==> config.mk <==
export PLATFORM = sky130hd
export DESIGN_NAME = div_unit
export DESIGN_NICKNAME = d
export VERILOG_FILES = /design/src/rtl/div_unit.sv
export SDC_FILE = /design/constraint.sdc
export NUM_CORES = 1
export LEC_CHECK = 0
export ABC_AREA = 1
export BUFFER_PORTS_ARGS = -buffer_cell sky130_fd_sc_hd__buf_2
export CORE_MARGIN = 3
export CORE_UTILIZATION = 46
export CTS_CLUSTER_SIZE = 20
export DETAILED_ROUTE_END_ITERATION = 7
export PLACE_DENSITY = 0.64
export SYNTH_ARGS = -nofsm -noshare
export SYNTH_HDL_FRONTEND = slang
export SYNTH_SLANG_ARGS = --single-unit
export TNS_END_PERCENT = 1
==> constraint.sdc <==
create_clock -name clk -period 3.57 [get_ports clk]
set_input_delay 0.357 -clock clk [delete_from_list [all_inputs] [get_ports clk]]
set_output_delay 0.357 -clock clk [all_outputs]
set_load 0.1 [all_outputs]
==> src/rtl/div_unit.sv <==
// Iterative radix-2 restoring divider, signed/unsigned, fixed LENGTH+2 cycle latency.
// Optional early-out for zero divisor or |dividend| < |divisor|: define DIV_EARLY_OUT_EN.
module div_unit #(
    parameter int unsigned LENGTH = 32
) (
    input  logic              clk,
    input  logic              reset,
    input  logic              i_start,
    input  logic              i_signed,
    input  logic [LENGTH-1:0] i_dividend,
    input  logic [LENGTH-1:0] i_divisor,
    input  logic              i_cancel,
    output logic              o_busy,
    output logic              o_done,
    output logic [LENGTH-1:0] o_quotient,
    output logic [LENGTH-1:0] o_remainder
);

    localparam int unsigned CntW = $clog2(LENGTH + 1);

    localparam logic [1:0] StIdle = 2'd0;
    localparam logic [1:0] StCalc = 2'd1;
    localparam logic [1:0] StDone = 2'd2;

    logic [1:0]        state_q, state_d;
    logic [CntW-1:0]   cnt_q, cnt_d;
    logic [LENGTH:0]   rem_q, rem_d;
    // Holds the dividend magnitude, shifted out MSB-first as quotient bits shift in.
    logic [LENGTH-1:0] quo_q, quo_d;
    logic [LENGTH-1:0] dvs_q, dvs_d;
    logic [LENGTH-1:0] dvd_raw_q, dvd_raw_d;
    logic              q_neg_q, q_neg_d;
    logic              r_neg_q, r_neg_d;
    logic              dvs_zero_q, dvs_zero_d;
    logic              busy_q, busy_d;
    logic              done_q, done_d;
    logic [LENGTH-1:0] quot_out_q, quot_out_d;
    logic [LENGTH-1:0] rem_out_q, rem_out_d;

    logic              dvd_neg, dvs_neg;
    logic [LENGTH-1:0] dvd_mag, dvs_mag;
    logic [LENGTH:0]   shifted, diff, rem_next;
    logic              step_ok;
    logic [LENGTH-1:0] quo_next, q_fix, r_fix;
    logic              early;

    assign dvd_neg = i_signed & i_dividend[LENGTH-1];
    assign dvs_neg = i_signed & i_divisor[LENGTH-1];
    assign dvd_mag = dvd_neg ? -i_dividend : i_dividend;
    assign dvs_mag = dvs_neg ? -i_divisor : i_divisor;

    assign shifted  = {rem_q[LENGTH-1:0], quo_q[LENGTH-1]};
    assign diff     = shifted - {1'b0, dvs_q};
    assign step_ok  = ~diff[LENGTH];
    assign rem_next = step_ok ? diff : shifted;
    assign quo_next = {quo_q[LENGTH-2:0], step_ok};
    assign q_fix    = q_neg_q ? -quo_next : quo_next;
    assign r_fix    = r_neg_q ? -rem_next[LENGTH-1:0] : rem_next[LENGTH-1:0];

`ifdef DIV_EARLY_OUT_EN
    // Only valid on the first CALC cycle, before quo_q starts shifting.
    assign early = (cnt_q == CntW'(LENGTH)) && (dvs_zero_q || (quo_q < dvs_q));
`else
    assign early = 1'b0;
`endif

    always_comb begin
        state_d    = state_q;
        cnt_d      = cnt_q;
        rem_d      = rem_q;
        quo_d      = quo_q;
        dvs_d      = dvs_q;
        dvd_raw_d  = dvd_raw_q;
        q_neg_d    = q_neg_q;
        r_neg_d    = r_neg_q;
        dvs_zero_d = dvs_zero_q;
        busy_d     = busy_q;
        done_d     = 1'b0;
        quot_out_d = quot_out_q;
        rem_out_d  = rem_out_q;

        case (state_q)
            StIdle: begin
                if (i_start && !i_cancel) begin
                    dvd_raw_d  = i_dividend;
                    quo_d      = dvd_mag;
                    dvs_d      = dvs_mag;
                    rem_d      = '0;
                    q_neg_d    = dvd_neg ^ dvs_neg;
                    r_neg_d    = dvd_neg;
                    dvs_zero_d = (i_divisor == '0);
                    cnt_d      = CntW'(LENGTH);
                    busy_d     = 1'b1;
                    state_d    = StCalc;
                end
            end
            StCalc: begin
                if (i_cancel) begin
                    state_d = StIdle;
                    busy_d  = 1'b0;
                end else if (early) begin
                    state_d    = StDone;
                    done_d     = 1'b1;
                    quot_out_d = dvs_zero_q ? '1 : '0;
                    rem_out_d  = dvd_raw_q;
                end else begin
                    rem_d = rem_next;
                    quo_d = quo_next;
                    cnt_d = cnt_q - 1'b1;
                    // Results are registered on entry to DONE so they are valid with o_done.
                    if (cnt_q == CntW'(1)) begin
                        state_d    = StDone;
                        done_d     = 1'b1;
                        quot_out_d = dvs_zero_q ? '1 : q_fix;
                        rem_out_d  = dvs_zero_q ? dvd_raw_q : r_fix;
                    end
                end
            end
            StDone: begin
                state_d = StIdle;
                busy_d  = 1'b0;
            end
            default: begin
                state_d = StIdle;
                busy_d  = 1'b0;
            end
        endcase
    end

    always_ff @(posedge clk) begin
        if (reset) begin
            state_q    <= StIdle;
            cnt_q      <= '0;
            rem_q      <= '0;
            quo_q      <= '0;
            dvs_q      <= '0;
            dvd_raw_q  <= '0;
            q_neg_q    <= 1'b0;
            r_neg_q    <= 1'b0;
            dvs_zero_q <= 1'b0;
            busy_q     <= 1'b0;
            done_q     <= 1'b0;
            quot_out_q <= '0;
            rem_out_q  <= '0;
        end else begin
            state_q    <= state_d;
            cnt_q      <= cnt_d;
            rem_q      <= rem_d;
            quo_q      <= quo_d;
            dvs_q      <= dvs_d;
            dvd_raw_q  <= dvd_raw_d;
            q_neg_q    <= q_neg_d;
            r_neg_q    <= r_neg_d;
            dvs_zero_q <= dvs_zero_d;
            busy_q     <= busy_d;
            done_q     <= done_d;
            quot_out_q <= quot_out_d;
            rem_out_q  <= rem_out_d;
        end
    end

    assign o_busy      = busy_q;
    assign o_done      = done_q;
    assign o_quotient  = quot_out_q;
    assign o_remainder = rem_out_q;

endmodule
==> summary.txt <==
Run status
  – Status: complete, no violations

Yosys
  – Adder-cell share of the synthesized area: 0.0358
  – Async set-reset flop share out of synthesis: 0
  – Multiplexer share of the synthesized area: 0
  – Library cells used by synthesis: 54
  – Synth top area cells: dfxtp_1, nand2_1, inv_1
  – Number of synthesized register bits: ~210
  – Main combinational cell family by area after synthesis: simple AND/OR/NAND/NOR gates
  – Mapped Area: ~14,000 um2
  – XOR/XNOR share of the synthesized area: 0.0468
  – Post-synth top area share: 0.297
  – Yosys warns: 0
  – Post-synth top cells: nand2_1, inv_1, a21oi_1
  – Sequential share of the synthesized area: 0.297
  – Post-synth EDFFs: 0
  – Largest area contributor in the netlist: dfxtp_1
  – Avg Cell Area, Syn: approximately 6.2 um2
  – Area fraction in and, or, nand and nor cells after synthesis: 0.306
  – Most frequent cell after synthesis: nand2_1
  – Mapped Cells: approximately 2,200
  – Post-Syn Nets: between 2,000 and 2,500
  – Ys flop type: dfxtp_1
  – Synth Area in Compound Gates: 0.199

Pwr
  – Power Density: 391 nW/um2
  – Leakage: approximately 8.6 nW
  – Worst vdd ir: between 0.3 and 0.4 mV

Global routing
  – Initial antenna violation count: 1
  – Vias in the first global route: between 10,000 and 15,000
  – Global-route wire length before repair: 75.5 mm
  – GRT overflow: 0
  – Largest net degree at the start of global routing: 71
  – Global-route usage over all layers: 0.284

STA
  – RSZ-0062 raised after global routing: true
  – Final TNS setup: 0 ps
  – Fmax: ~0.29 GHz
  – Final setup viols: 0
  – Period utilisation layout: 0.982
  – Slew margin rel.: 0.229
  – Hold Slack: 47.8 ps
  – Worst-Margin Slew: 1150 ps
  – Final min period: 3500 ps
  – Final hold violations: 0
  – Layout Skew: between 10 and 15 ps
  – Max-slew violation total from the final report: 0

Worst setup path
  – Slowest-stage cell, CP: ha_1
  – Crit path capture type: flip-flop
  – Reg2Reg Depth: 23
  – Worst Path Buf+Inv: 4
  – CP dominant cell by count: nand2_1
  – Worst EP arrival: 3940 ps
  – Crit Path Class: flip-flop to flip-flop
  – Critical Path Fanout Max: 3
  – Critical path's top delay family: simple AND/OR/NAND/NOR gates
  – CP Depth: 23
  – Worst EP required: 4010 ps
  – Critical path launch point type: flip-flop
  – Largest stage delay, worst path: about 300 ps
  – Crit-path cells: inv_1 -> ha_1 -> a21o_1 -> nor2_1 -> nand2_1 -> a21oi_4 -> nand3_2 -> nand2_4 -> ha_4 -> inv_2 -> nor3_4 -> nand2_1 -> inv_2 -> nand4_1 -> nor2_2 -> nand3_2 -> nor2_4 -> nand2_1 -> o21ai_2 -> o21ai_0 -> xor2_1 -> o221ai_1 -> inv_1

Detailed routing
  – Routed wire per std cell: between 15 and 20 um
  – Drt drc: 0
  – Initial DRT Pass Iterations: 6
  – Routed Antenna Nets: 0
  – Vias per inst: ~5.4
  – DRT iter0 DRCs: 1,522
  – Routed wire length: 48.3 mm
  – Vias: around 15,000

Layout
  – # diodes: 0
  – Final std cells w/o fill: 2,830
  – Share of cells above drive strength 1: 0.181
  – Final net count: roughly 2,500
  – Area grow syn2layout: 21.9%

Clock network
  – Clk_lat worst skew: 550 ps
  – TritonCTS Buffers: 25
  – CTS tree: built
  – Root Buffer: clkbuf_16
  – Reg clk slew, reported paths: 60 ps
  – Sink Count: between 200 and 250
  – # H-tree levels: 1
  – Clk buf depth: 3

Floorplan
  – Die H: around 180 um
  – Die area: around 32,000 um2
  – Num ports: 135
  – Die width: roughly 180 um
  – Starting Density: 0.474
  – Core footprint: 29,200 um2
  – Number of cell rows: 62

Run
  – MaxCap Viol Count: 0

Placement
  – Port bufs: about 130
  – HPWL Detailed: roughly 37 mm
  – Placed insts: around 2,800
  – GPL Wtd Cong: about 0.96

Hold path
  – Hold depth: 2
  – Hold Path Class: input pin to flip-flop
==> cells in the final DEF (no fill, tap or decap), types with 5 or more instances in the layout <==
cell,count
nand3_1,117
xor2_1,46
nor2_2,21
a21oi_1,213
inv_1,307
clkbuf_16,25
o22ai_1,20
ha_1,26
nor2_1,177
nor3_1,27
buf_2,134
nand2_1,560
o211ai_1,15
o21bai_1,7
a21oi_2,6
buf_4,137
dfxtp_2,5
xnor2_1,27
nand2_2,35
nand3_2,5
o21ai_2,9
o221ai_1,24
ha_4,12
dfxtp_1,200
o21ai_1,21
inv_2,10
nand3b_1,6
o21ai_0,154
nand2_4,7
nand4_1,20
nor4_1,8
==> logic make-up (layout without fill, tap and decap cells) <==
kind of cell,Yosys count,count (layout)
adders and majority gates,39,39
AOI/OAI and AO/OA,493,493
buffers and inverters,410,635
and+or+nand+nor,1000,1000
DFF,205,205
xor gates and xnor gates,74,74
==> registers in the layout (all words and copies together), names as in the netlist, 2 cells and up <==
name and count:
dvs_q 32, quo_q 32, dvd_raw_q 32, o_quotient 32, state_q 2, cnt_q 6
o_remainder 32, rem_q 32
==> worst reg2reg max path, cell delays in order (launching register included) <==
cell	delay [ps]
dfxtp_1	290
inv_1	170
ha_1	300
a21o_1	190
nor2_1	150
nand2_1	110
a21oi_4	220
nand3_2	130
nand2_4	130
ha_4	130
inv_2	40
nor3_4	110
nand2_1	100
inv_2	60
nand4_1	120
nor2_2	170
nand3_2	110
nor2_4	160
nand2_1	90
o21ai_2	140
o21ai_0	110
xor2_1	160
o221ai_1	150
inv_1	50
==> where the power goes <==
group	internal (W)	total (W)	switching [W]
clock	0.00159	0.00266	0.00106
sequential	0.00238	0.00246	0.0000785
combinational	0.000517	0.00148	0.000962
total	0.00449	0.00659	0.00210
==> worst paths after layout <==
kind | startpoint | to | slack (ps)
setup / recovery | dvs_q[31] | o_quotient[28] | 70
hold reg to reg | o_remainder[31] | o_remainder[31] | 460
setup reg to reg | dvs_q[31] | o_quotient[28] | 70
hold / removal | i_divisor[31] | dvs_zero_q | 50
==> layer usage <==
metal  vias up  global-route usage  share of wire  routed length, um
met4         2              0.0876          0.031               1490
met2       466               0.455           0.45              21800
li1       7631                   -              -                  -
met1      7052               0.395           0.45              21900
met3        89              0.0418          0.064               3090
met5         -                   0        0.00027                 13
==> through the flow <==
stage	instance area (um2)	total power, W	util	worst slack, ps
after floorplan	13900	0.00340	-	-73.6
after global placement	15600	0.00388	0.536	-108
after detailed placement	15600	0.00388	0.536	-123
after CTS	16500	0.00656	0.566	5.56
after global routing	16900	0.00690	0.578	-221
final	16900	0.00659	0.578	65.6
==> area by class of cell <==
cell class | count | area (um2)
Timing Repair Buffer | 275 | 1780
Clock buffer | 30 | 654
Inverter | 320 | 1200
Multi-Input combinational cell | 1606 | 8460
Tap cell | 384 | 480
Fill cell | 2998 | 12300
Clock inverter | 10 | 175
Sequential cell | 205 | 4110
==> what timing repair did <==
item                                    CTS  global route
resized for setup                         9            61
hold buffers                              0             0
pin swaps                                 9            21
endpoints found under the setup margin   10            33
setup buffers                             3             7
Power figures use the tool's default switching activity.
